`src/rtl/ex_alu_stage.sv`:
```
// Execute stage: evaluates one decoded ALU op per cycle and hands the result to MEM
// through an output register backed by a one-entry skid register.
module ex_alu_stage #(
    parameter int XLEN = 64,
    parameter int RD_W = 5
) (
    input  logic            clk,
    input  logic            rst,
    input  logic            flush,
    input  logic            in_valid,
    output logic            in_ready,
    input  logic [3:0]      in_op,
    input  logic [XLEN-1:0] in_a,
    input  logic [XLEN-1:0] in_b,
    input  logic [RD_W-1:0] in_rd,
    input  logic            in_wen,
    output logic            out_valid,
    input  logic            out_ready,
    output logic [XLEN-1:0] out_result,
    output logic [RD_W-1:0] out_rd,
    output logic            out_wen,
    output logic            fwd_valid,
    output logic [RD_W-1:0] fwd_rd,
    output logic [XLEN-1:0] fwd_data
);

    typedef enum logic [3:0] {
        OP_ADD   = 4'd0,
        OP_SUB   = 4'd1,
        OP_AND   = 4'd2,
        OP_OR    = 4'd3,
        OP_XOR   = 4'd4,
        OP_SLL   = 4'd5,
        OP_SRL   = 4'd6,
        OP_SRA   = 4'd7,
        OP_SLT   = 4'd8,
        OP_SLTU  = 4'd9,
        OP_PASSB = 4'd10
    } aluOp_e;

    logic [XLEN-1:0] w_result;
    logic            w_legal;
    logic            w_wen;
    logic [5:0]      w_shamt;
    logic            w_accept;
    logic            w_orDrain;

    logic            r_orValid;
    logic [XLEN-1:0] r_orResult;
    logic [RD_W-1:0] r_orRd;
    logic            r_orWen;
    logic            r_skValid;
    logic [XLEN-1:0] r_skResult;
    logic [RD_W-1:0] r_skRd;
    logic            r_skWen;

    assign w_shamt = in_b[5:0];

    always_comb begin
        w_result = '0;
        w_legal  = 1'b1;
        case (in_op)
            OP_ADD:   w_result = in_a + in_b;
            OP_SUB:   w_result = in_a - in_b;
            OP_AND:   w_result = in_a & in_b;
            OP_OR:    w_result = in_a | in_b;
            OP_XOR:   w_result = in_a ^ in_b;
            OP_SLL:   w_result = in_a << w_shamt;
            OP_SRL:   w_result = in_a >> w_shamt;
            OP_SRA:   w_result = $unsigned($signed(in_a) >>> w_shamt);
            OP_SLT:   w_result = {{(XLEN-1){1'b0}}, ($signed(in_a) < $signed(in_b))};
            OP_SLTU:  w_result = {{(XLEN-1){1'b0}}, (in_a < in_b)};
            OP_PASSB: w_result = in_b;
            default: begin
                w_result = '0;
                w_legal  = 1'b0;
            end
        endcase
    end

    // x0 is hardwired zero, so a write to it is dropped here rather than in the regfile
    assign w_wen     = in_wen && w_legal && (in_rd != '0);
    assign in_ready  = !r_skValid && !rst;
    assign w_accept  = in_valid && in_ready;
    assign w_orDrain = r_orValid && out_ready;

    always_ff @(posedge clk) begin
        if (rst) begin
            r_orValid  <= 1'b0;
            r_orResult <= '0;
            r_orRd     <= '0;
            r_orWen    <= 1'b0;
            r_skValid  <= 1'b0;
            r_skResult <= '0;
            r_skRd     <= '0;
            r_skWen    <= 1'b0;
        end else if (flush) begin
            r_orValid <= 1'b0;
            r_skValid <= 1'b0;
        end else if (w_orDrain || !r_orValid) begin
            // OR is free at this edge: the skid entry is older than any new op, so it goes first
            if (r_skValid) begin
                r_orValid  <= 1'b1;
                r_orResult <= r_skResult;
                r_orRd     <= r_skRd;
                r_orWen    <= r_skWen;
                r_skValid  <= 1'b0;
            end else if (w_accept) begin
                r_orValid  <= 1'b1;
                r_orResult <= w_result;
                r_orRd     <= in_rd;
                r_orWen    <= w_wen;
            end else begin
                r_orValid  <= 1'b0;
            end
        end else if (w_accept) begin
            r_skValid  <= 1'b1;
            r_skResult <= w_result;
            r_skRd     <= in_rd;
            r_skWen    <= w_wen;
        end
    end

    assign out_valid  = r_orValid;
    assign out_result = r_orResult;
    assign out_rd     = r_orRd;
    assign out_wen    = r_orWen;
    assign fwd_valid  = r_orValid && r_orWen;
    assign fwd_rd     = r_orRd;
    assign fwd_data   = r_orResult;

endmodule

```
`config.mk`:
```
export PLATFORM = sky130hd
export DESIGN_NAME = ex_alu_stage
export DESIGN_NICKNAME = d
export VERILOG_FILES = /design/src/rtl/ex_alu_stage.sv
export SDC_FILE = /design/constraint.sdc
export NUM_CORES = 1
export LEC_CHECK = 0
export CORE_ASPECT_RATIO = 1.75
export CORE_MARGIN = 3
export CORE_UTILIZATION = 60
export CTS_BUF_LIST = sky130_fd_sc_hd__clkbuf_4
export DETAILED_ROUTE_END_ITERATION = 10
export GPL_TIMING_DRIVEN = 1
export PLACE_DENSITY = 0.82
export SYNTH_ARGS = -nofsm -noshare
export SYNTH_HDL_FRONTEND = slang
export SYNTH_SLANG_ARGS = --single-unit
```
`constraint.sdc`:
```
create_clock -name clk -period 6.1 [get_ports clk]
set_clock_uncertainty 0.05 [all_clocks]
set_input_delay 0.61 -clock clk [delete_from_list [all_inputs] [get_ports clk]]
set_output_delay 0.61 -clock clk [all_outputs]
set_load 0.005 [all_outputs]
```
==> results of run 1 <==
stage by stage:
| stage | instance area [sq um] | setup WS, ns | util | hold WS [ns] |
|---|---|---|---|---|
| 2_1_floorplan | 26700 | 1.05 | - | 0.386 |
| 3_5_place_dp | 29400 | 0.806 | 0.673 | 0.402 |
| 4_1_cts | 29600 | 1.46 | 0.678 | 0.347 |
| 3_3_place_gp | 29400 | 0.880 | 0.673 | 0.392 |
layer usage:
layer,track usage,GRT overflow
met5,0.0216,0
met4,0.678,1
met3,0.369,0
met2,0.860,2
met1,0.659,0
cells by family after synthesis:
logic type,count (synthesis),share of synthesized area
AND/OR/NAND/NOR,1223,0.205
adder cells (fa/ha/maj),199,0.0938
buffers and inverters,598,0.102
AO/OA/AOI/OAI,1342,0.330
XOR/XNOR,54,0.0177
multiplexers,255,0.144
flip-flops,142,0.106
==> impl_metrics.json, run 1 <==
{
  "status": "did not finish",
  "stop_stage": "5_1_grt",
  "firstError": "[ERROR GRT-0116] Global routing finished with congestion. Check the congestion regions in the DRC Viewer.",
  "synth_area_sq_um": 26700,
  "io_pins": 285,
  "grt_start_max_net_pins": 143,
  "synth_area_leaders": "dfxtp_1, ha_1, mux4_2",
  "clock-sinks": 142,
  "grt_pass1_wl_um": 229000,
  "synthCells": 3813,
  "yosysSeqAreaShare": 0.106,
  "io_buffers": 284,
  "cts_setup_buffers": 0,
  "synthArstFlopShare": 0,
  "synth_edf_count": 0,
  "synth_most_common_cell": "nor2_1",
  "cts_resized": 0,
  "yosys_warnings": 0,
  "die_x_um": 166,
  "cts_root_buffer": "clkbuf_4",
  "cts_made_buffers": 25,
  "synth_common_cells": "nor2_1, a21oi_1, nand2_1, o21ai_0, inv_1",
  "row_count": 101,
  "synth_top_area_cell": "dfxtp_1",
  "grt-ovfl-total": 3,
  "hpwl_um": 113000,
  "ys_seq_elements": 142,
  "syn_nets": 4155,
  "dp.cells": 4402,
  "synth.avg_cell_area_sq_um": 7.01,
  "grt_pass1_vias": 34709,
  "die_h_um": 285,
  "cts_max_path_buffers": 3,
  "synth_cell_types": 102,
  "cts_hold_repair.buffers": 0,
  "track_usage": 0.643,
  "initial_core_util": 0.611,
  "gp_congestion": 1.20,
  "htreeDepth": 4,
  "synth_top_area_frac": 0.106,
  "synth-main-ff-cell": "dfxtp_1"
}
==> run 2, diff against run 1 <==
==> config.mk (replaced) <==
export PLATFORM = sky130hd
export DESIGN_NAME = ex_alu_stage
export DESIGN_NICKNAME = d
export VERILOG_FILES = /design/src/rtl/ex_alu_stage.sv
export SDC_FILE = /design/constraint.sdc
export NUM_CORES = 1
export LEC_CHECK = 0
export CORE_MARGIN = 3
export CORE_UTILIZATION = 40
export DETAILED_ROUTE_END_ITERATION = 10
export GPL_TIMING_DRIVEN = 1
export PLACE_DENSITY_LB_ADDON = 0.15
export SYNTH_ARGS = -nofsm -noshare
export SYNTH_HDL_FRONTEND = slang
export SYNTH_SLANG_ARGS = --single-unit
==> run 2 against run 1 <==
Net effect:
- the flow now finishes without violations
- synthesized cell count did not move
- area after synthesis unchanged
==> impl_metrics.json, run 2 <==
{
  "status": "finished, final reports clean",
  "synthCells": 3813,
  "cts_resized": 0,
  "grt_pass1_vias": 30053,
  "area_delta_synth_final_pct": 16.1,
  "final_cell_mix": "nor2_1, a21oi_1, nand2_1",
  "required_ns": 6.37,
  "antenna_left": 0,
  "wl_per_cell_um": 33.3,
  "grt-ovfl-total": 0,
  "htreeDepth": 4,
  "p_int_w": 0.00253,
  "synthArstFlopShare": 0,
  "cpMostUsedCell": "o21ai_0",
  "clock-sinks": 142,
  "p_clk_frac": 0.215,
  "hold_slack_ns": 0.408,
  "syn_nets": 4155,
  "io_pins": 285,
  "start_kind": "input port",
  "critical-path-max-stage-delay_ns": 1.03,
  "drv_slew": 0,
  "grt_pass1_wl_um": 225000,
  "dp.cells": 4777,
  "rsz0062_at_grt": "false",
  "synth_top_area_cell": "dfxtp_1",
  "total_power_w": 0.00493,
  "p_comb_frac": 0.588,
  "io_buffers": 284,
  "layout_commonest_cell": "nor2_1",
  "die_x_um": 264,
  "via_per_inst": 6.79,
  "hpwl_um": 128000,
  "p_seq_frac": 0.196,
  "row_count": 94,
  "arrival_ns": 5.75,
  "synth-main-ff-cell": "dfxtp_1",
  "gp_congestion": 1.11,
  "synth_area_sq_um": 26700,
  "cts_setup_buffers": 0,
  "tns_ns": 0,
  "clock_latency_ns": 0.42,
  "fin_cells": 4813,
  "p_switching_w": 0.00240,
  "drive_above_1_share": 0.114,
  "synth_cell_types": 102,
  "peakVddDrop_mv": 0.200,
  "synth_area_leaders": "dfxtp_1, ha_1, mux4_2",
  "drt_iter0_drc": 4731,
  "track_usage": 0.438,
  "p_per_area_nw_per_um2": 159,
  "fin_crit_sh": 0.899,
  "synth_top_area_frac": 0.106,
  "max_freq_mhz": 182,
  "hp-class": "reg -> reg",
  "synth_most_common_cell": "nor2_1",
  "die_h_um": 264,
  "yosys_warnings": 0,
  "wirelength_um": 160000,
  "firstDrtPassIters": 6,
  "cts_tree": "yes",
  "crit_type": "in -> reg",
  "clk_pin_slew_worst_paths_ns": 0.06,
  "vias": 32674,
  "slew_headroom": 0.0891,
  "path_cells": "clkdlybuf4s50_1 -> buf_4 -> inv_1 -> ha_1 -> a21oi_1 -> o21ai_0 -> nor2_1 -> nor3_1 -> o21ai_1 -> o31ai_1 -> o21ai_0 -> nand4_1 -> o21ai_0 -> or2_1 -> o311a_1",
  "endpoint_kind": "register",
  "tightest_slew_ns": 1.35,
  "antenna_found_initial": 9,
  "synth.avg_cell_area_sq_um": 7.01,
  "cap_viol_max_count": 0,
  "crit_fanout": 11,
  "cts_root_buffer": "clkbuf_16",
  "final_nets": 4274,
  "drc_errors": 0,
  "grt_start_max_net_pins": 142,
  "synth_common_cells": "nor2_1, a21oi_1, nand2_1, o21ai_0, inv_1",
  "cts_made_buffers": 17,
  "hold_violations": 0,
  "cts_hold_repair.buffers": 0,
  "core_sq_um": 66000,
  "min_period_ns": 5.49,
  "switching_share": 0.487,
  "ys_seq_elements": 142,
  "synth_edf_count": 0,
  "finalSetupViolations": 0,
  "die-area_sq_um": 69900,
  "cts_max_path_buffers": 2,
  "crit_slowest_cell": "o31ai_1",
  "initial_core_util": 0.405,
  "yosysSeqAreaShare": 0.106,
  "p_leak_nw": 12.1
}
run 2: kinds of logic (layout without fill, tap and decap cells):
family,count (synthesis),after routing,share of synthesized area
and+or+nand+nor,1223,1223,0.205
AOI/OAI and AO/OA,1342,1342,0.330
DFF,142,142,0.106
buffers and inverters,598,730,0.102
adders and majority gates,199,199,0.0938
xor gates and xnor gates,54,54,0.0177
muxes,255,255,0.144
other,0,4,0
run 2: cell type report:
class | instances | area (sq um)
diodes | 4 | 10.0
inverters | 212 | 800
well taps | 864 | 1080
fillers | 6891 | 35000
repair buffers | 486 | 4470
clock buffers | 19 | 443
clock inverters | 13 | 155
flip-flops and latches | 142 | 2840
multi-input cells | 3073 | 21200
run 2: power groups by stage:
stage / sequential [W] / combinational [W] / clock [W]
finish: 0.000969 / 0.00290 / 0.00106
global route: 0.000971 / 0.00299 / 0.00112
global placement: 0.000989 / 0.00277 / 0
detailed placement: 0.000990 / 0.00274 / 0
floorplan: 0.000985 / 0.00154 / 0
CTS: 0.000969 / 0.00276 / 0.00108
run 2: layer usage:
metal	up-vias	routed length, um	GRT usage
met3	520	18900	0.114
li1	14237	-	-
met5	-	42	0
met2	2345	67300	0.665
met1	15566	60200	0.545
met4	6	13700	0.297
run 2: worst max-delay path: cells and delay by family:
kind | cells | cell delay [ns]
AND/OR/NAND/NOR | 4 | 0.81
adder cells (fa/ha/maj) | 1 | 0.64
buffers and inverters | 3 | 0.72
AO/OA/AOI/OAI | 7 | 2.96
run 2: path summary, 6_finish.rpt:
kind                            slack, ns            to  cells after the start  startpoint
worst max-delay path                 0.61  fwd_data[55]                     15    in_a[24]
worst min-delay path                 0.41     r_skRd[4]                      2   r_skRd[4]
worst max register to register       3.69  fwd_data[36]                      5   r_skValid
worst min register to register       0.41     r_skRd[4]                      2   r_skRd[4]
run 2: through the flow:
step                      instance area (sq um)  worst slack [ns]  utilization
after detailed placement                  30400             0.513        0.461
after global routing                      31000             0.637        0.470
final                                     31000             0.614        0.470
after global placement                    30400             0.504        0.461
after CTS                                 31000             0.942        0.470
after floorplan                           26700              1.05            -
Note: power is estimated with default switching activity, not from simulation.
